## src/rtl/painterengine_gpu_dma_reader.sv

```systemverilog
// AXI4 read master for the GPU DMA path: fetches one lane's words in bursts that never
// cross a 1 KB boundary and streams them to that lane with a valid/next handshake.
module painterengine_gpu_dma_reader #(
    parameter int PARAM_DATA_ALIGN = 32,
    parameter int PARAM_TIMEOUT    = 256
) (
    input  logic         i_wire_clock,
    input  logic         i_wire_resetn,
    input  logic [3:0]   i_wire_router,
    output logic         o_wire_done,
    input  logic [127:0] i_wire_address,
    input  logic [127:0] i_wire_length,
    output logic [127:0] o_wire_data,
    output logic [3:0]   o_wire_data_valid,
    input  logic [3:0]   i_wire_data_next,
    output logic         o_wire_error,
    output logic [2:0]   o_wire_error_type,
    output logic         o_wire_M_AXI_ARID,
    output logic [31:0]  o_wire_M_AXI_ARADDR,
    output logic [7:0]   o_wire_M_AXI_ARLEN,
    output logic [2:0]   o_wire_M_AXI_ARSIZE,
    output logic [1:0]   o_wire_M_AXI_ARBURST,
    output logic         o_wire_M_AXI_ARLOCK,
    output logic [3:0]   o_wire_M_AXI_ARCACHE,
    output logic [2:0]   o_wire_M_AXI_ARPROT,
    output logic [3:0]   o_wire_M_AXI_ARQOS,
    output logic         o_wire_M_AXI_ARVALID,
    input  logic         i_wire_M_AXI_ARREADY,
    input  logic         i_wire_M_AXI_RID,
    input  logic [31:0]  i_wire_M_AXI_RDATA,
    input  logic [1:0]   i_wire_M_AXI_RRESP,
    input  logic         i_wire_M_AXI_RLAST,
    input  logic         i_wire_M_AXI_RVALID,
    output logic         o_wire_M_AXI_RREADY
);
    typedef enum logic [2:0] {
        ST_ROUTING, ST_CHECK, ST_CALC, ST_ADDR, ST_DATA, ST_DONE, ST_ERROR
    } state_t;

    localparam logic [31:0] TIMEOUT_LAST = 32'(PARAM_TIMEOUT - 1);
    localparam logic [31:0] WORD_BYTES   = 32'(PARAM_DATA_ALIGN / 8);

    state_t      state, state_next;
    logic [2:0]  error_code;
    logic [1:0]  idx, idx_sel;
    logic        route_ok;
    logic [31:0] address, length, offset, timer;
    logic [31:0] araddr;
    logic [7:0]  arlen, beat;
    logic        arvalid, done, error;
    logic [2:0]  error_type;
    logic [31:0] waddr, remaining, beats, offset_next;
    logic [8:0]  room;
    logic        handshake, last_beat, timed_out;
    logic        unused_ok;

    assign unused_ok = i_wire_M_AXI_RID;

    assign o_wire_M_AXI_ARID    = 1'b0;
    assign o_wire_M_AXI_ARSIZE  = 3'b010;
    assign o_wire_M_AXI_ARBURST = 2'b01;
    assign o_wire_M_AXI_ARLOCK  = 1'b0;
    assign o_wire_M_AXI_ARCACHE = 4'b0010;
    assign o_wire_M_AXI_ARPROT  = 3'b000;
    assign o_wire_M_AXI_ARQOS   = 4'b0000;
    assign o_wire_M_AXI_ARADDR  = araddr;
    assign o_wire_M_AXI_ARLEN   = arlen;
    assign o_wire_M_AXI_ARVALID = arvalid;
    assign o_wire_done          = done;
    assign o_wire_error         = error;
    assign o_wire_error_type    = error_type;
    assign o_wire_M_AXI_RREADY  = (state == ST_DATA) && i_wire_data_next[idx];

    always_comb begin
        o_wire_data       = '0;
        o_wire_data_valid = '0;
        if (state == ST_DATA) begin
            o_wire_data[32*idx +: 32] = i_wire_M_AXI_RDATA;
            o_wire_data_valid[idx]    = i_wire_M_AXI_RVALID;
        end
    end

    always_comb begin
        idx_sel  = 2'd0;
        route_ok = 1'b1;
        case (i_wire_router)
            4'b0001: idx_sel = 2'd0;
            4'b0010: idx_sel = 2'd1;
            4'b0100: idx_sel = 2'd2;
            4'b1000: idx_sel = 2'd3;
            default: route_ok = 1'b0;
        endcase

        // Burst is clipped to the words left before the next 1 KB boundary.
        waddr       = address + offset * WORD_BYTES;
        room        = 9'd256 - {1'b0, waddr[9:2]};
        remaining   = length - offset;
        beats       = (remaining < {23'd0, room}) ? remaining : {23'd0, room};
        handshake   = i_wire_M_AXI_RVALID && o_wire_M_AXI_RREADY;
        last_beat   = (beat == arlen);
        offset_next = offset + {24'd0, arlen} + 32'd1;
        timed_out   = (timer == TIMEOUT_LAST);

        state_next = state;
        error_code = 3'd0;
        case (state)
            ST_ROUTING: begin
                if (!route_ok) begin
                    state_next = ST_ERROR;
                    error_code = 3'd1;
                end else begin
                    state_next = ST_CHECK;
                end
            end
            ST_CHECK: begin
                if (address[1:0] != 2'b00) begin
                    state_next = ST_ERROR;
                    error_code = 3'd2;
                end else if (length == 32'd0) begin
                    state_next = ST_ERROR;
                    error_code = 3'd3;
                end else begin
                    state_next = ST_CALC;
                end
            end
            ST_CALC: state_next = ST_ADDR;
            ST_ADDR: begin
                if (i_wire_M_AXI_ARREADY) begin
                    state_next = ST_DATA;
                end else if (timed_out) begin
                    state_next = ST_ERROR;
                    error_code = 3'd4;
                end
            end
            ST_DATA: begin
                if (handshake) begin
                    if (i_wire_M_AXI_RRESP[1]) begin
                        state_next = ST_ERROR;
                        error_code = 3'd6;
                    end else if (i_wire_M_AXI_RLAST != last_beat) begin
                        state_next = ST_ERROR;
                        error_code = 3'd7;
                    end else if (last_beat) begin
                        state_next = (offset_next >= length) ? ST_DONE : ST_CALC;
                    end
                end else if (timed_out) begin
                    state_next = ST_ERROR;
                    error_code = 3'd5;
                end
            end
            default: state_next = state;
        endcase
    end

    always_ff @(posedge i_wire_clock or negedge i_wire_resetn) begin
        if (!i_wire_resetn) begin
            state <= ST_ROUTING;
        end else begin
            state <= state_next;
        end
    end

    always_ff @(posedge i_wire_clock or negedge i_wire_resetn) begin
        if (!i_wire_resetn) begin
            idx        <= 2'd0;
            address    <= '0;
            length     <= '0;
            offset     <= '0;
            timer      <= '0;
            araddr     <= '0;
            arlen      <= '0;
            arvalid    <= 1'b0;
            beat       <= '0;
            done       <= 1'b0;
            error      <= 1'b0;
            error_type <= 3'd0;
        end else begin
            case (state)
                ST_ROUTING: begin
                    idx     <= idx_sel;
                    address <= i_wire_address[32*idx_sel +: 32];
                    length  <= i_wire_length[32*idx_sel +: 32];
                end
                ST_CALC: begin
                    araddr  <= waddr;
                    arlen   <= 8'(beats - 32'd1);
                    arvalid <= 1'b1;
                    timer   <= '0;
                end
                ST_ADDR: begin
                    if (i_wire_M_AXI_ARREADY) begin
                        arvalid <= 1'b0;
                        beat    <= '0;
                        timer   <= '0;
                    end else if (timed_out) begin
                        arvalid <= 1'b0;
                    end else begin
                        timer <= timer + 32'd1;
                    end
                end
                ST_DATA: begin
                    if (handshake) begin
                        beat  <= beat + 8'd1;
                        timer <= '0;
                        if (last_beat) begin
                            offset <= offset_next;
                        end
                    end else begin
                        timer <= timer + 32'd1;
                    end
                end
                default: ;
            endcase
            if (state_next == ST_DONE) begin
                done <= 1'b1;
            end
            if (state != ST_ERROR && state_next == ST_ERROR) begin
                error      <= 1'b1;
                error_type <= error_code;
            end
        end
    end
endmodule

```

## config.mk

```make
export PLATFORM = sky130hd
export DESIGN_NAME = painterengine_gpu_dma_reader
export DESIGN_NICKNAME = d
export VERILOG_FILES = /design/src/rtl/painterengine_gpu_dma_reader.sv
export SDC_FILE = /design/constraint.sdc
export NUM_CORES = 1
export LEC_CHECK = 0
export ABC_AREA = 1
export BUFFER_PORTS_ARGS = -buffer_cell sky130_fd_sc_hd__buf_4
export CAP_MARGIN = 10
export CORE_AREA = 2 2 213 215
export DETAILED_ROUTE_END_ITERATION = 6
export DIE_AREA = 0 0 215 217
export PLACE_DENSITY_LB_ADDON = 0.1
export SLEW_MARGIN = 10
export SYNTH_ARGS = -nofsm -noshare
export SYNTH_HDL_FRONTEND = slang
export SYNTH_SLANG_ARGS = --single-unit
```

## constraint.sdc

```tcl
create_clock -name i_wire_clock -period 12 [get_ports i_wire_clock]
set_clock_uncertainty 0.2 [all_clocks]
set_input_delay 0.6 -clock i_wire_clock [delete_from_list [all_inputs] [get_ports i_wire_clock]]
set_output_delay 0.6 -clock i_wire_clock [all_outputs]
set_load 0.01 [all_outputs]
```

; After elaboration in Yosys (flattened, before gate mapping)
; Cells that the tools add are included.
[word_totals]
register_bits = 187
inputBits = 304
output_inout_bits = 197
wordCells = 105
[classes]
add_sub_neg = 9
n_lt_le_gt_ge = 4
eq_ne = 18
shift = 4
mux = 40
bitwise_logic = 2
reduce_logical = 15
[ops]
columns = operator, n
row1 = $shiftx 128x8->32, 2
row2 = $and 128x128->128, 1
row3 = $mux 128, 1
row4 = $shift 32x34->128 const A, 1
row5 = $shiftx 32x34->128, 1
row6 = $mux 32, 3
row7 = $pmux 32 s3, 1
row8 = $add 32x1->32 const B, 2
row9 = $mux 3, 16
row10 = $neg 7->34, 1
row11 = $add 32x32->32, 1
row12 = $add 32x8->32, 1
row13 = $eq 32x8->1 const B, 1
row14 = $ge 32x32->1, 1
row15 = $logic_not 32->1, 1
row16 = $lt 32x9->1, 1
row17 = $sub 32x32->32, 1
row18 = $mux 8, 3
row19 = $pmux 8 s2, 1
row20 = $pmux 3 s5, 1
row21 = $pmux 3 s4, 1
row22 = $eq 3x3->1 const B, 3
row23 = $ne 3x3->1 const B, 3
row24 = $sub 9x8->9 const A, 1
row25 = other kinds (28), 43

; Depth between registers and ports, before layout
[logic_depth]
depth_word = 11
mapped_depth = 31
ltp_nobuf = 31

; Worst setup path before layout
; OpenSTA, ideal clock, no wires.
[synth_path]
path_kind = register to register
start = register arlen[0] (netlist: o_wire_M_AXI_ARLEN[0])
end = register error_type[0] (netlist: o_wire_error_type[0])
setup_ns = 0.123
t_arrival_ns = 3.909
t_required_ns = 11.677
setup_slack_ns = 7.768
stages_incl_launch_ff = 32
path_buffers = 0
synth_period_minus_slack_ns = 4.232
cell_sequence = dfrtp_1 > inv_1 > ha_1 > fa_1 > o21ai_2 > nand2_1 > o211ai_1 > nand3_1 > nor2_2 > nand4_1 > nor2_1 > nand2_1 > inv_1 > nand2_1 > inv_1 > nand4_1 > xor2_1 > ha_1 > nand2_1 > inv_1 > nand4_1 > o211ai_1 > a211oi_1 > nand2_1 > nand2_1 > nand2_1 > nand2_1 > nand2_1 > inv_1 > nand2_1 > o21ai_0 > nand2_1
[synth_between]
elab_chain_cells = 11
word_cells_on_any_way = 17
cone_classes = add/sub: 2 / order compare: 1 / eq/ne: 3 / mux: 10 / reduce/logical: 1
[synth_lines]
columns = element, line_no
row1 = from (decl), 49  ; logic [7:0] arlen, beat;
row2 = from (signal assigned), 186  ; arlen <= 8'(beats - 32'd1);
row3 = $add 32x8->32, 101  ; offset_next = offset + {24'd0, arlen} + 32'd1;
row4 = $add 32x1->32, 101
row5 = net offset_next[30], 52  ; logic [31:0] waddr, remaining, beats, offset_next;
row6 = $ge 32x32->1, 144  ; state_next = (offset_next >= length) ? ST_DONE : ST_CALC;
row7 = $mux 3, 144
row8 = $mux 3, 143  ; end else if (last_beat) begin
row9 = $mux 3, 140  ; end else if (i_wire_M_AXI_RLAST != last_beat) begin
row10 = $mux 3, 137  ; if (i_wire_M_AXI_RRESP[1]) begin
row11 = $mux 3, 136  ; if (handshake) begin
row12 = $pmux 3 s5, 106  ; case (state)
row13 = net state_next[1], 43  ; state_t state, state_next;
row14 = $eq 3x3->1, 217  ; if (state != ST_ERROR && state_next == ST_ERROR) begin
row15 = $logic_and 1x1->1, 217
row16 = to (signal assigned), 219  ; error_type <= error_code;
row17 = to (decl), 51  ; logic [2:0] error_type;
; The timed path passes the listed nets, and every way through them passes these cells.
; A chain may end at the register's enable or synchronous reset.

; Worst setup path after layout
[layout_path]
start = register offset[0]
end = register error_type[0] (netlist: o_wire_error_type[0])
[layout_between]
elab_chain_cells = 11
[layout_lines]
columns = element, line_no
row1 = from (decl), 47  ; logic [31:0] address, length, offset, timer;
row2 = from (signal assigned), 206  ; offset <= offset_next;
row3 = $add 32x8->32, 101
row4 = $add 32x1->32, 101
row5 = net offset_next[30], 52
row6 = $ge 32x32->1, 144
row7 = $mux 3, 144
row8 = $mux 3, 143
row9 = $mux 3, 140
row10 = $mux 3, 137
row11 = $mux 3, 136
row12 = $pmux 3 s5, 106
row13 = net state_next[2], 43
row14 = $eq 3x3->1, 217
row15 = $logic_and 1x1->1, 217
; The timed path passes the listed nets, and every way through them passes these cells.

==> results.toml <==
[die]
dieHeight_um = 217
die-area_mm2 = 0.0467
die_w_um = 215
core_area_mm2 = 0.0447
rows = 78
start_util_pct = 39.4
top_level_ports = 501

[routing]
first_iter_violations = 1315
avgRoutedWirePerCell_um = 19.6
firstDrtPassIters = 5
postRouteAntennaNets = 0
drt_wl_total_um = 72700
num_vias = 19500
drcViolationCount = 0
vias_per_cell = 5.26

[setup_path]
critical_path.top_delay_family = "simple AND/OR/NAND/NOR gates"
cp-start-kind = "flop"
crit_path_max_fanout = 4
worstPathRequired_ns = 12.16
critical_path.endpoint_type = "flop"
r2r_slack_ns = 6.68
crit_buf_inv = 4
critPathSlowestCell = "dfrtp_1"
slowest_delay_ns = 0.48
crit_top_cell = "nand2_1"
arrival_ns = 5.48
crit_type = "flop to flop"

[timing]
tns_ns = 0
slew_headroom_pct = 30.3
slew_violations = 0
finalCritPeriodShare_pct = 44.3
tightest_slew_ns = 1.05
hold_ws_ns = 0.200
timing.fmax_ghz = 0.188
rsz0062_at_grt = "false"
fin_crit_ns = 5.32
setup_viol = 0
finalHoldViolations = 0

[final_layout]
final_cell_mix = "nand2_1, buf_4, inv_1, nor2_1, dfrtp_1"
syn_to_final_growth_pct = 26.8
n_antenna_cell = 0
stdcell_count = 3708
layout-drive-gt1-share_pct = 21.9
fin_nets = 3519
final_area_mm2 = 0.0223
final_util_pct = 49.9
final_common_cell = "nand2_1"

[cts]
insertion_delay_ns = 0.48
clockRootBuffer = "clkbuf_16"
clkTransAtPathRegs_ns = 0.08
cts_buffers = 17
cts_tree = "yes"
cts_buffer_depth = 2
cts_setup_buffers = 0
numClockSinks = 187
cts-htree-levels = 4
ctsResizeCount = 0

[yosys]
synth-xor-area-share_pct = 3.48
ys_types = 60
yosysTopAreaCell = "dfrtp_1"
ys_top_cells_by_area = "dfrtp_1, nand2_1, inv_1"
syn_area_per_cell_um2 = 6.58
synth_compound_area_share_pct = 17.1
synth_top_family_by_area = "simple AND/OR/NAND/NOR gates"
yosysWarnings = 0
yosys.area.top_type_share_pct = 26.6
synth_fa_ha_area_share_pct = 8.66
yosysSeqAreaShare_pct = 26.6
netlist_area_mm2 = 0.0176
synthCells = 2674
async_flop_share_pct = 100
ys.flop_type = "dfrtp_1"
synth_enable_flop_cells = 0
ys_ff_latch = 187
synth_mux_area_share_pct = 0
yosys.area_share.simple_pct = 32.6

[placement]
gp_congestion = 0.929
port_buffers = 480
placed_area_mm2 = 0.0217
dp_cells = 3675
hpwlAfterDp_um = 59800

[global_routing]
track_usage_pct = 30.7
grt_pass1_wl_um = 111000
grt_pass1_vias = 18600
grt_max_degree = 99
antenna_found_initial = 0
grt-ovfl-total = 0

[flow_run]
max_cap_viol_count = 0

[pwr]
p_sw_share_pct = 55.8
p_int_mw = 2.53
p_leak_nw = 11.3
clkPwrFrac_pct = 10.6
power-per-cell-area_mw_per_mm2 = 256
ir_drop_mv = 0.124
power.share.combinational_pct = 69.1
power.switching_mw = 3.19
p_seq_share_pct = 20.3

[status]
run_status = "complete, no violations"

[min_path]
hold_class = "input port to flop"
==> through the flow <==
step	worst slack (ns)	total power [mW]
final	6.68	5.71
after global routing	6.07	6.26
after CTS	6.74	5.71
after detailed placement	6.79	5.09
after global placement	6.88	5.00
after floorplan	7.77	3.76
==> worst min-delay path, stage by stage <==
cell	delay [ns]
buf_4	0.07
o211ai_1	0.08
nand3_1	0.08
==> synth_stat cells (all sizes together) (3+ instances only) <==
cell       n
nor3b      4
and2       3
ha       117
inv      406
a21oi    110
nor2     266
xor2      49
nand2    610
a21o       3
dfrtp    187
a22oi      4
o21bai     4
nand3    109
o2111ai   39
or2       83
o21ai    159
nor3     150
fa         3
buf       27
nor4      16
nand4     40
a31oi     37
xnor2     21
o21a      28
nand3b     5
a21boi     6
o22ai      3
o31ai      6
clkbuf    86
o211ai    68
==> final cells by class <==
type	count	area, µm²
clock buffers	17	425
clock inverters	15	190
fillers	4609	22400
inverters	406	1530
multi-input cells	1984	11000
flip-flops and latches	187	4680
well taps	600	751
repair buffers	499	3750
==> state kept, by name (all words and copies together), names as in the netlist <==
register	cells
address	32
beat	8
idx	2
length	32
o_wire_M_AXI_ARADDR	32
o_wire_M_AXI_ARLEN	8
o_wire_M_AXI_ARVALID	1
o_wire_done	1
o_wire_error	1
o_wire_error_type	3
offset	32
state	3
timer	32
==> final timing paths <==
path                                                 to               startpoint  cells past startpoint
worst max-delay path               o_wire_error_type[0]                offset[0]                     30
min in group asynchronous                     timer[19]            i_wire_resetn                      2
worst min-delay path                        address[21]       i_wire_address[21]                      3
worst max register to register     o_wire_error_type[0]                offset[0]                     30
max in group asynchronous                     length[3]            i_wire_resetn                      3
worst min register to register  o_wire_M_AXI_ARADDR[28]  o_wire_M_AXI_ARADDR[28]                      2
==> logic make-up after synthesis <==
group                      after synthesis
DFF                                    187
other                                    2
AOI/OAI and AO/OA                      486
buffers and inverters                  519
adders and majority gates              120
xor gates and xnor gates                70
and+or+nand+nor                       1290
==> power by group through the flow <==
stage | sequential [mW] | clock, mW | combinational, mW
6_report | 1.16 | 0.603 | 3.95
5_1_grt | 1.19 | 0.633 | 4.44
4_1_cts | 1.16 | 0.613 | 3.93
3_5_place_dp | 1.17 | 0 | 3.91
3_3_place_gp | 1.17 | 0 | 3.84
2_1_floorplan | 1.06 | 0 | 2.70
==> routing by layer <==
layer	part of all wire [%]	GRT usage, %	vias to the layer above
met5	0	0	-
met2	50	56.2	700
met4	2.7	9.45	0
met3	5.3	4.19	91
met1	42	37.2	9056
li1	-	-	9643
==> what timing repair did <==
action | 4_1_cts | 5_1_grt
hold buffers | 1 | 0
endpoints found under the hold margin | 61 | 0
setup endpoints to repair | 0 | 0
(Power assumes the default switching activity.)
